[src/rtl/program_loader_pkg.sv]
// Shared types and constants for the byte-stream program loader.
// Optional trailing checksum byte is enabled by defining LOADER_CHECKSUM_EN.
package program_loader_pkg;

    typedef enum logic [2:0] {
        IDLE  = 3'd0,
        HDR0  = 3'd1,
        HDR1  = 3'd2,
        DATA  = 3'd3,
        WRITE = 3'd4,
        CHK   = 3'd5,
        DONE  = 3'd6,
        ERR   = 3'd7
    } loader_state_t;

    localparam int BYTES_PER_WORD  = 4;
    localparam int WORD_BYTES_LOG2 = 2;

    // States in which a stream byte can be consumed.
    function automatic logic is_ready_state(input loader_state_t s);
        return (s == HDR0) || (s == HDR1) || (s == DATA) || (s == CHK);
    endfunction

    function automatic logic is_busy_state(input loader_state_t s);
        return !((s == IDLE) || (s == DONE) || (s == ERR));
    endfunction

endpackage

[src/rtl/program_loader_byte_assembler.sv]
// Collects four little-endian stream bytes into one 32-bit word; the first
// byte lands in bits [7:0]. word_valid is high the cycle after the 4th byte.
module byte_assembler
    import program_loader_pkg::*;
(
    input  logic        clk,
    input  logic        srst,
    input  logic        clear,
    input  logic        byte_valid,
    input  logic [7:0]  byte_data,
    output logic [31:0] word,
    output logic        word_valid,
    output logic        last_byte
);

    logic [WORD_BYTES_LOG2-1:0] count_reg;
    logic                       word_valid_reg;

    assign last_byte  = (count_reg == WORD_BYTES_LOG2'(BYTES_PER_WORD - 1));
    assign word_valid = word_valid_reg;

    always_ff @(posedge clk) begin
        if (srst || clear) begin
            count_reg      <= '0;
            word_valid_reg <= 1'b0;
        end else begin
            word_valid_reg <= byte_valid && last_byte;
            if (byte_valid) begin
                count_reg <= count_reg + 1'b1;
            end
        end
    end

    // One lane register per byte position, loaded when the counter points at it.
    for (genvar gi = 0; gi < BYTES_PER_WORD; gi++) begin : g_lane
        logic [7:0] lane_reg;

        always_ff @(posedge clk) begin
            if (srst || clear) begin
                lane_reg <= '0;
            end else if (byte_valid && (count_reg == WORD_BYTES_LOG2'(gi))) begin
                lane_reg <= byte_data;
            end
        end

        assign word[8*gi +: 8] = lane_reg;
    end

endmodule

[src/rtl/program_loader.sv]
// Byte-stream program loader: header count, N little-endian words written to
// instruction memory, CPU held in reset until done. Optional LOADER_CHECKSUM_EN.
module program_loader
    import program_loader_pkg::*;
#(
    parameter int ADDR_WIDTH = 12
) (
    input  logic        clk,
    input  logic        reset,
    input  logic        start,
    input  logic        in_valid,
    input  logic [7:0]  in_data,
    output logic        in_ready,
    output logic        mem_we,
    output logic [31:0] mem_addr,
    output logic [31:0] mem_wdata,
    output logic        busy,
    output logic        done,
    output logic        error,
    output logic        cpu_reset
);

    localparam logic [31:0] MAX_WORDS = 32'd1 << ADDR_WIDTH;

`ifdef LOADER_CHECKSUM_EN
    localparam loader_state_t AFTER_LAST = CHK;
`else
    localparam loader_state_t AFTER_LAST = DONE;
`endif

    loader_state_t       state_reg;
    loader_state_t       state_next;
    logic [15:0]         count_reg;
    logic [ADDR_WIDTH:0] index_reg;
    logic [31:0]         addr_reg;
    logic [31:0]         wdata_reg;

    logic        accept;
    logic        launch;
    logic        asm_byte_valid;
    logic        asm_last;
    logic        asm_word_valid;
    logic [31:0] asm_word;
    logic [31:0] write_addr;
    logic [15:0] hdr_count;
    logic        last_word;

`ifdef LOADER_CHECKSUM_EN
    logic [7:0] xor_reg;
`endif

    assign in_ready  = is_ready_state(state_reg);
    assign busy      = is_busy_state(state_reg);
    assign done      = (state_reg == DONE);
    assign error     = (state_reg == ERR);
    assign cpu_reset = (state_reg != DONE);

    assign accept         = in_valid && in_ready;
    assign launch         = start && !busy;
    assign asm_byte_valid = accept && (state_reg == DATA);

    // Full count as it will be once the high header byte is captured.
    assign hdr_count  = {in_data, count_reg[7:0]};
    assign write_addr = 32'({index_reg[ADDR_WIDTH-1:0], 2'b00});
    assign last_word  = ((32'(index_reg) + 32'd1) == {16'd0, count_reg});

    assign mem_we    = (state_reg == WRITE) && asm_word_valid;
    assign mem_addr  = mem_we ? write_addr : addr_reg;
    assign mem_wdata = mem_we ? asm_word : wdata_reg;

    byte_assembler u_assembler (
        .clk        (clk),
        .srst       (reset),
        .clear      (launch),
        .byte_valid (asm_byte_valid),
        .byte_data  (in_data),
        .word       (asm_word),
        .word_valid (asm_word_valid),
        .last_byte  (asm_last)
    );

    always_comb begin
        state_next = state_reg;
        case (state_reg)
            IDLE, DONE, ERR: begin
                if (start) begin
                    state_next = HDR0;
                end
            end
            HDR0: begin
                if (accept) begin
                    state_next = HDR1;
                end
            end
            HDR1: begin
                if (accept) begin
                    if (hdr_count == 16'd0) begin
                        state_next = AFTER_LAST;
                    end else if ({16'd0, hdr_count} > MAX_WORDS) begin
                        state_next = ERR;
                    end else begin
                        state_next = DATA;
                    end
                end
            end
            DATA: begin
                if (accept && asm_last) begin
                    state_next = WRITE;
                end
            end
            WRITE: begin
                state_next = last_word ? AFTER_LAST : DATA;
            end
            CHK: begin
`ifdef LOADER_CHECKSUM_EN
                if (accept) begin
                    state_next = (in_data == xor_reg) ? DONE : ERR;
                end
`else
                state_next = IDLE;
`endif
            end
            default: state_next = IDLE;
        endcase
    end

    always_ff @(posedge clk) begin
        if (reset) begin
            state_reg <= IDLE;
            count_reg <= '0;
            index_reg <= '0;
            addr_reg  <= '0;
            wdata_reg <= '0;
        end else begin
            state_reg <= state_next;
            if (launch) begin
                index_reg <= '0;
            end
            if (accept && (state_reg == HDR0)) begin
                count_reg[7:0] <= in_data;
            end
            if (accept && (state_reg == HDR1)) begin
                count_reg[15:8] <= in_data;
            end
            // Address and data stay visible after the strobe drops.
            if (mem_we) begin
                index_reg <= index_reg + 1'b1;
                addr_reg  <= write_addr;
                wdata_reg <= asm_word;
            end
        end
    end

`ifdef LOADER_CHECKSUM_EN
    // Running XOR over data bytes only; the header is excluded.
    always_ff @(posedge clk) begin
        if (reset || launch) begin
            xor_reg <= '0;
        end else if (asm_byte_valid) begin
            xor_reg <= xor_reg ^ in_data;
        end
    end
`endif

endmodule

[config.mk]
export PLATFORM = sky130hd
export DESIGN_NAME = program_loader
export DESIGN_NICKNAME = d
export VERILOG_FILES = /design/src/rtl/program_loader_pkg.sv /design/src/rtl/program_loader_byte_assembler.sv /design/src/rtl/program_loader.sv
export SDC_FILE = /design/constraint.sdc
export NUM_CORES = 1
export LEC_CHECK = 0
export BUFFER_PORTS_ARGS = -buffer_cell sky130_fd_sc_hd__buf_2
export CELL_PAD_IN_SITES_DETAIL_PLACEMENT = 1
export CELL_PAD_IN_SITES_GLOBAL_PLACEMENT = 1
export CORE_MARGIN = 5
export CORE_UTILIZATION = 27
export CTS_CLUSTER_DIAMETER = 200
export CTS_CLUSTER_SIZE = 14
export DETAILED_ROUTE_END_ITERATION = 6
export GPL_TIMING_DRIVEN = 0
export PLACE_DENSITY = 0.61
export SKIP_LAST_GASP = 1
export SYNTH_ARGS = -nofsm -noshare
export SYNTH_HDL_FRONTEND = slang
export SYNTH_SLANG_ARGS = --single-unit
[constraint.sdc]
create_clock -name clk -period 2.55 [get_ports clk]
set_input_delay 0.51 -clock clk [delete_from_list [all_inputs] [get_ports clk]]
set_output_delay 0.51 -clock clk [all_outputs]
set_load 0.005 [all_outputs]
==> metrics.yaml <==
outcome:
  outcome: "complete, no violations"
yosys:
  synth.ff_latch_count: 131
  synth_enable_flop_cells: 0
  synth_cell_type_count: 47
  ys_seq_area_share_pct: 46.7
  synthesis.nets: 738
  synthFlopType: "dfxtp_1"
  netlist_area_um2: 5610
  ys_warn_count: 0
  syn_avg_cell_area_um2: 7.78
  ys_async_sr_fraction_pct: 0
  syn_inst: 721
grt:
  grt_max_degree: 17
  first_global_vias: 5264
  antenna_found_initial: 1
  grt_pass1_wl_um: 28600
  grt_usage_pct: 15.2
  overflow: 0
clocking:
  cts.clk_slew.worst_paths_ps: 50
  clockBufferDepth: 2
  cts_htree_levels: 4
  cts_root_buf: "clkbuf_16"
  cts_sinks: 131
  cts_tree: "done"
  numCtsBuffers: 17
  clkLatencyLatePin_ps: 420
power:
  ir_drop_mv: 0.461
  p_leak_nw: 3.05
  p_per_area_nw_per_um2: 654
run:
  maxCapViolCount: 0
routing:
  dr_total_vias: 5266
  wl_per_cell_um: 16.2
  antenna_left: 0
  vias_per_cell: 4.72
  dr.first_iter.drc_count: 247
  wl_um: 18000
  drc: 0
  dr.pass1.iters: 4
worst_hold_path:
  hold_path.class: "input port to flip-flop"
worst_setup_path:
  required_ps: 2890
  crit_path_max_fanout: 8
  crit_type: "flip-flop to flip-flop"
  critPathCaptureType: "flip-flop"
  worstPathArrival_ps: 2890
  worstSetupStartpointType: "flip-flop"
timing:
  slew_violations: 0
  final.min_clock_period_ps: 2550
  setup_viol: 0
  fmax_ghz: 0.393
  relSlewSlack_pct: 42.6
  finalCritPeriodShare_pct: 99.9
  clock_skew_ps: 9.01
  fin_ws_ps: 2.51
  rsz0062_at_grt: "true"
  worst_slew_pin_slew_ps: 855
  final-hold-violation-count: 0
die:
  dieArea_um2: 23800
  pin_count: 82
  fp-row-count: 52
  die_w_um: 154
  core_um2: 20400
  initial_core_util_pct: 27.6
  die_height_um: 154
final_layout:
  drive_gt1_share_pct: 20.3
  num_antenna_cells: 0
  fin_area_um2: 7270
  nets: 851
  final_cell_mix: "nand2_1 (192), dfxtp_1 (122), a21oi_1 (104)"
  area_growth_syn_to_layout_pct: 29.6
  final_common_cell: "nand2_1"
placed_design:
  hpwl_um: 12400
  gp_routability_congestion: 0.840
  io_buffer_count: 79
  place_area_um2: 6340
  post-place-ws_ps: -1290
## area by class of cell
type	instances	area, um2
Tap cell	270	338
Sequential cell	131	2640
Buffer	50	360
Multi-Input combinational cell	533	2820
Timing Repair Buffer	95	513
Clock inverter	10	106
Inverter	6	22.5
Fill cell	2487	13100
Clock buffer	21	470
## logic make-up after synthesis
group | share of synthesized area, %
AOI/OAI and AO/OA | 13.2
buffers and inverters | 4.41
and+or+nand+nor | 30.0
adders and majority gates | 1.11
xor gates and xnor gates | 2.50
DFF | 46.7
muxes | 1.98
## cell usage after synthesis (5+ instances only)
library cell	count	area, um2
a21oi_1	104	521
nand2_1	193	724
o21ai_0	15	75.1
nor2b_1	44	275
or3_1	10	62.6
nand3_1	41	205
and2_1	6	37.5
nor3_1	6	30.0
nor2_1	36	135
ha_1	5	62.6
nand2b_1	5	31.3
clkbuf_1	41	154
inv_1	6	22.5
dfxtp_1	131	2620
buf_4	5	37.5
xnor2_1	14	123
mux2i_1	10	100
## per-layer routing
| layer | vias to the layer above | routed length [um] | track usage, % |
|---|---|---|---|
| li1 | 2632 | - | - |
| met1 | 2519 | 8610 | 20.1 |
| met2 | 103 | 8560 | 25.0 |
| met5 | - | 13 | 0 |
| met3 | 10 | 733 | 3.63 |
| met4 | 2 | 117 | 4.04 |
## worst max-delay path, stage by stage (launching register included)
cell and delay, ps:
dfxtp_2 320, buf_6 110, nand4_1 160, or3_1 380
a221o_1 320, or4_4 540, or4b_4 560, o22ai_2 90
## repair_timing
item | 4_1_cts | 5_1_grt
cloned | 0 | 1
setup buffers | 5 | 10
gates resized for setup | 59 | 10
hold buffers | 0 | 0
pin swaps | 2 | 6
setup endpoints to repair | 121 | 56
## final timing paths
path,startpoint,end,slack [ps],depth (start not counted)
min,reset,state_reg[2],430,3
min reg2reg,u_assembler.g_lane[0].lane_reg[0],u_assembler.g_lane[0].lane_reg[0],460,2
max reg2reg,index_reg[3],state_reg[2],3,7
max,index_reg[3],state_reg[2],3,7
## power by group
part | internal (mW) | leakage (nW) | switching (mW)
Sequential | 2.06 | 1.06 | 0.0197
Combinational | 0.0777 | 1.70 | 0.169
Clock | 1.50 | 0.289 | 0.922
Total | 3.64 | 3.05 | 1.11
## metrics by stage
stage / hold WS (ps) / util, % / total power [mW] / cells / TNS, ps
3_5_place_dp: 450 / 31.2 / 2.36 / 1070 / -77320
6_report: 431 / 35.7 / 4.75 / 1116 / 0
2_1_floorplan: 437 / - / 2.26 / 721 / 0
3_3_place_gp: 445 / 31.2 / 2.36 / 1070 / -77330
4_1_cts: 431 / 35.2 / 4.82 / 1105 / 0
5_1_grt: 415 / 35.7 / 4.93 / 1116 / -412
Power figures use the tool's default switching activity.
